<file path="src/rtl/lock_attempt_controller.sv">
// Turns per-attempt unlock/alarm verdicts into timed door, siren and lockout outputs.
// Counts consecutive failures and enforces a lockout window once MAX_FAILS is reached.
//
//  state   | meaning
//  --------+-----------------------------------------------------------
//  IDLE    | waiting for an attempt; failures accumulate in fail_count
//  OPEN    | door actuator enabled, counting down the open window
//  LOCKOUT | attempts rejected, siren held, counting down the lockout
module lock_attempt_controller #(
    parameter int MAX_FAILS      = 3,
    parameter int OPEN_CYCLES    = 8,
    parameter int LOCKOUT_CYCLES = 16,
    localparam int FW            = $clog2(MAX_FAILS + 1)
) (
    input  logic          clk,
    input  logic          reset,
    input  logic          submit,
    input  logic          unlock_in,
    input  logic          alarm_in,
    output logic          door_open,
    output logic          alarm_out,
    output logic          locked_out,
    output logic          attempt_rej,
    output logic [FW-1:0] fail_count
);

    localparam int TMAX = (OPEN_CYCLES > LOCKOUT_CYCLES) ? OPEN_CYCLES : LOCKOUT_CYCLES;
    localparam int TW   = (TMAX > 1) ? $clog2(TMAX) : 1;

    typedef enum logic [1:0] {
        IDLE    = 2'd0,
        OPEN    = 2'd1,
        LOCKOUT = 2'd2
    } state_t;

    state_t        state_q, state_d;
    logic [TW-1:0] timer_q, timer_d;
    logic [FW-1:0] fail_d;
    logic          door_d, alarm_d, locked_d, rej_d;
    logic          good;

    assign good = unlock_in & ~alarm_in;

    always_comb begin
        state_d  = state_q;
        timer_d  = timer_q;
        fail_d   = fail_count;
        alarm_d  = 1'b0;
        rej_d    = 1'b0;
        door_d   = 1'b0;
        locked_d = 1'b0;
        case (state_q)
            IDLE: begin
                if (submit) begin
                    if (good) begin
                        state_d = OPEN;
                        timer_d = TW'(OPEN_CYCLES - 1);
                        fail_d  = '0;
                    end else if (int'(fail_count) + 1 >= MAX_FAILS) begin
                        state_d = LOCKOUT;
                        timer_d = TW'(LOCKOUT_CYCLES - 1);
                        fail_d  = FW'(MAX_FAILS);
                    end else begin
                        fail_d  = fail_count + 1'b1;
                        alarm_d = 1'b1;
                    end
                end
            end
            OPEN: begin
                rej_d = submit;
                if (timer_q == '0) state_d = IDLE;
                else               timer_d = timer_q - 1'b1;
            end
            LOCKOUT: begin
                rej_d = submit;
                if (timer_q == '0) begin
                    state_d = IDLE;
                    fail_d  = '0;
                end else begin
                    timer_d = timer_q - 1'b1;
                end
            end
            default: state_d = IDLE;
        endcase
        // Outputs are decoded from the next state so they register alongside it.
        door_d   = (state_d == OPEN);
        locked_d = (state_d == LOCKOUT);
        alarm_d  = alarm_d | locked_d;
    end

    always_ff @(posedge clk) begin
        if (reset) begin
            state_q     <= IDLE;
            timer_q     <= '0;
            fail_count  <= '0;
            door_open   <= 1'b0;
            alarm_out   <= 1'b0;
            locked_out  <= 1'b0;
            attempt_rej <= 1'b0;
        end else begin
            state_q     <= state_d;
            timer_q     <= timer_d;
            fail_count  <= fail_d;
            door_open   <= door_d;
            alarm_out   <= alarm_d;
            locked_out  <= locked_d;
            attempt_rej <= rej_d;
        end
    end

endmodule

</file>
<file path="config.mk">
export PLATFORM = sky130hd
export DESIGN_NAME = lock_attempt_controller
export DESIGN_NICKNAME = d
export VERILOG_FILES = /design/src/rtl/lock_attempt_controller.sv
export SDC_FILE = /design/constraint.sdc
export NUM_CORES = 1
export LEC_CHECK = 0
export ABC_CLOCK_PERIOD_IN_PS = 2300
export CAP_MARGIN = 20
export CORE_MARGIN = 2
export CORE_UTILIZATION = 45
export DETAILED_ROUTE_END_ITERATION = 8
export PLACE_DENSITY = 0.73
export SYNTH_ARGS = -nofsm -noshare
export SYNTH_HDL_FRONTEND = slang
export SYNTH_SLANG_ARGS = --single-unit
</file>
<file path="constraint.sdc">
create_clock -name clk -period 2.3 [get_ports clk]
set_input_delay 0.575 -clock clk [delete_from_list [all_inputs] [get_ports clk]]
set_output_delay 0.575 -clock clk [all_outputs]
set_load 0.03 [all_outputs]
</file>
==> results.sh <==
export IMPL_tritoncts_num_sinks=12
export IMPL_worst_path_largest_cell_delay_ns=0.72
export IMPL_worst_setup_path_type="flop to output pin"
export IMPL_post_cts_setup_buffer_count=0
export IMPL_clock_skew_ns=0.00505
export IMPL_slew_headroom_pct=79.5
export IMPL_ys_seq_area_share_pct=35.5
export IMPL_maximum_number_of_pins_on_one_net_before_global_route_repair=8
export IMPL_clock_root_buffer="clkbuf_4"
export IMPL_track_usage_pct=16.2
export IMPL_post_synthesis_share_of_cell_area_spent_on_full_adders_half_adders_and_majority_gates_pct=7.39
export IMPL_drc_errors=0
export IMPL_antenna_found_initial=0
export IMPL_placement_io_buffers=10
export IMPL_worst_hold_path_type="flop to flop"
export IMPL_holdPathEnd="timer_q[1]"
export IMPL_post_synth_cell_area_avg_sq_um=9.53
export IMPL_hold_viol_final=0
export IMPL_drv_slew=0
export IMPL_diodes=0
export IMPL_ir_drop_mv=0.433
export IMPL_whs_path_depth=2
export IMPL_top_delay_family_on_crit_path="buffers and inverters"
export IMPL_synth_yosys_warnings=0
export IMPL_design_final_nets=95
export IMPL_layout_area_overhead_vs_synth_pct=20.9
export IMPL_timing_critical_path_required_ns=1.73
export IMPL_highest_delay_cell_along_the_critical_path="clkdlybuf4s50_1"
export IMPL_n_fill_cell=117
export IMPL_grt_remaining_overflow=0
export IMPL_power_density_mw_per_mm2=606
export IMPL_number_of_global_route_vias_before_repair=513
export IMPL_chipHeight_um=42.8
export IMPL_worst_path_buf_inv=1
export IMPL_postSynthCellCount=71
export IMPL_synth_area_mux_share_pct=3.14
export IMPL_setup_total_negative_slack_ns=0
export IMPL_clk_insertion_delay_late_ns=0.27
export IMPL_cts_repair_resized=0
export IMPL_post_synth_xor_area_fraction_pct=0
export IMPL_vias=563
export IMPL_routed_wirelength_um=1270
export IMPL_io_pins=11
export IMPL_antenna_violating_nets_post_route=0
export IMPL_gp_routability_congestion=0.839
export IMPL_tritoncts_clock_tree="yes"
export IMPL_critical_path_max_fanout=7
export IMPL_post_synth_num_cell_types=36
export IMPL_synth_top_family_by_area="simple AND/OR/NAND/NOR gates"
export IMPL_most_common_library_cell_in_the_layout_ignoring_fill_and_taps="dfxtp_1"
export IMPL_tritoncts_num_buffers=3
export IMPL_rr_worst_depth=6
export IMPL_worst_pin_slew_ns=0.307
export IMPL_post_synth_and_or_nand_nor_area_fraction_pct=25.1
export IMPL_worstSetupStartpointType="flop"
export IMPL_r2r_end="alarm_out"
export IMPL_first_iter_violations=15
export IMPL_period_share_pct=88.2
export IMPL_synth_compound_area_share_pct=24.4
export IMPL_cp_end_kind="output pin"
export IMPL_floorplan_die_width_um=42.8
export IMPL_cts_buffer_depth=2
export IMPL_reg2reg_from="state_q[0]"
export IMPL_timing_critical_path_cells="clkdlybuf4s50_1"
export IMPL_final_cell_area_sq_um=818
export IMPL_fp_row_count=13
export IMPL_vias_per_cell=5.69
export IMPL_period_needed_ns=2.03
export IMPL_setup_violations=0
export IMPL_clk_transition_reported_paths_ns=0.08
export IMPL_cts_hold_buffers=0
export IMPL_post_dp_hpwl_um=967
export IMPL_wl_per_cell_um=12.8
export IMPL_r2r_setup_slack_ns=0.70
export IMPL_grt_setup_unrepaired="false"
export IMPL_placement_cell_area_sq_um=796
export IMPL_maxCapViolCount=0
export IMPL_combined_area_of_all_synthesized_cells_sq_um=677
export IMPL_fp_dieArea_sq_mm=0.00183
export IMPL_synth_ff_latch_count=12
export IMPL_outcome="complete, no violations"
export IMPL_mostFrequentLayoutCells="dfxtp_1 (12), clkdlybuf4s50_1 (10), nor3_1 (6)"
export IMPL_cp_data_arrival_time_ns=1.45
export IMPL_min_delay_start="timer_q[1]"
export IMPL_ctsHtreeMaxLevel=1
export IMPL_floorplan_initialDensity_pct=50.1
export IMPL_fp_coreArea_sq_mm=0.00135
export IMPL_drt_first_pass_iters=4
export IMPL_leakagePower_nw=0.319
export IMPL_layout_drive_gt1_share_pct=14.3
export IMPL_syn_num_nets=80
export IMPL_max_clock_freq_mhz=493
export IMPL_grt_pass1_wl_um=2240
## worst register-to-register path: cells and delay by family (launching register included)
kind	cells	cell delay [ns]
adders and majority gates	1	0.37
buffers and inverters	2	0.22
DFF	1	0.39
AOI/OAI and AO/OA	2	0.45
and+or+nand+nor	1	0.07
## power by group
group	switching [mW]	internal (mW)	total [mW]	leakage (nW)
Sequential	0.0143	0.223	0.237	0.0980
Combinational	0.0687	0.0623	0.131	0.207
Clock	0.0672	0.0605	0.128	0.0138
## registers in the layout (all words and copies together) (netlist names)
signal	flops
timer_q	4
fail_count	2
state_q	2
alarm_out	1
attempt_rej	1
door_open	1
locked_out	1
## area by class of cell
class,instances,area [sq um],share of cell area [%]
Tap cell,15,18.8,2.29
Timing Repair Buffer,11,108,13.1
Multi-Input combinational cell,52,407,49.7
Inverter,6,22.5,2.75
Clock buffer,3,22.5,2.75
Sequential cell,12,240,29.4
## metrics by stage
stage	std cells	setup slack (ns)	hold WS (ns)	total power [mW]	util, %
floorplan	71	0.846	0.479	0.334	-
global placement	96	0.252	0.498	0.371	58.9
detailed placement	96	0.264	0.513	0.373	58.9
CTS	99	0.274	0.525	0.497	60.6
global route	99	0.235	0.552	0.520	60.6
finish	99	0.271	0.520	0.496	60.6
## synthesized netlist by cell type, drive strengths merged
| cell type | number | share of area [%] |
|---|---|---|
| nor2b | 2 | 3.0 |
| and3 | 1 | 0.92 |
| a21boi | 3 | 3.3 |
| ha | 4 | 7.4 |
| a21oi | 5 | 4.3 |
| mux2i | 1 | 1.5 |
| nand2b | 2 | 2.2 |
| buf | 1 | 1.1 |
| o31a | 1 | 1.3 |
| nor3 | 6 | 4.4 |
| inv | 6 | 3.3 |
| o21a | 3 | 3.3 |
| a211oi | 1 | 1.1 |
| nor4 | 1 | 1.8 |
| dfxtp | 12 | 35 |
| and2 | 1 | 0.92 |
| o211ai | 1 | 1.8 |
| nand3b | 2 | 2.2 |
| a221oi | 2 | 2.6 |
| a31o | 1 | 1.3 |
| and3b | 1 | 1.3 |
| a22o | 2 | 2.6 |
| o2bb2ai | 1 | 1.3 |
| nor3b | 2 | 3.9 |
| nor2 | 5 | 3.1 |
| nand3 | 1 | 0.74 |
| nand2 | 1 | 0.55 |
| a221o | 1 | 1.5 |
| mux2 | 1 | 1.7 |
## metal layers
| layer | part of all wire, % | wire length, um | track usage, % | vias to the layer above |
|---|---|---|---|---|
| met5 | 0 | 0 | 0 | - |
| met4 | 2.1 | 27 | 5.63 | 0 |
| met3 | 4.3 | 54 | 4.26 | 4 |
| met2 | 38 | 488 | 21.8 | 14 |
| met1 | 55 | 697 | 24.4 | 256 |
| li1 | - | - | - | 289 |
## cell families after synthesis
family | Yosys count
simple gates | 25
fa+ha+maj | 4
mux | 2
compound gates | 21
flops | 12
buf+inv | 7
## worst max path at each step
stage | slack, ns | endpoint | cells after the start | startpoint
floorplan | 0.85 | timer_q[0] | 5 | state_q[0]
global placement | 0.25 | alarm_out | 5 | submit
detailed placement | 0.26 | alarm_out | 5 | submit
CTS | 0.27 | fail_count[1] | 1 | fail_count[1]
global route | 0.23 | fail_count[1] | 1 | fail_count[1]
finish | 0.27 | fail_count[1] | 1 | fail_count[1]
(Power assumes the default switching activity.)
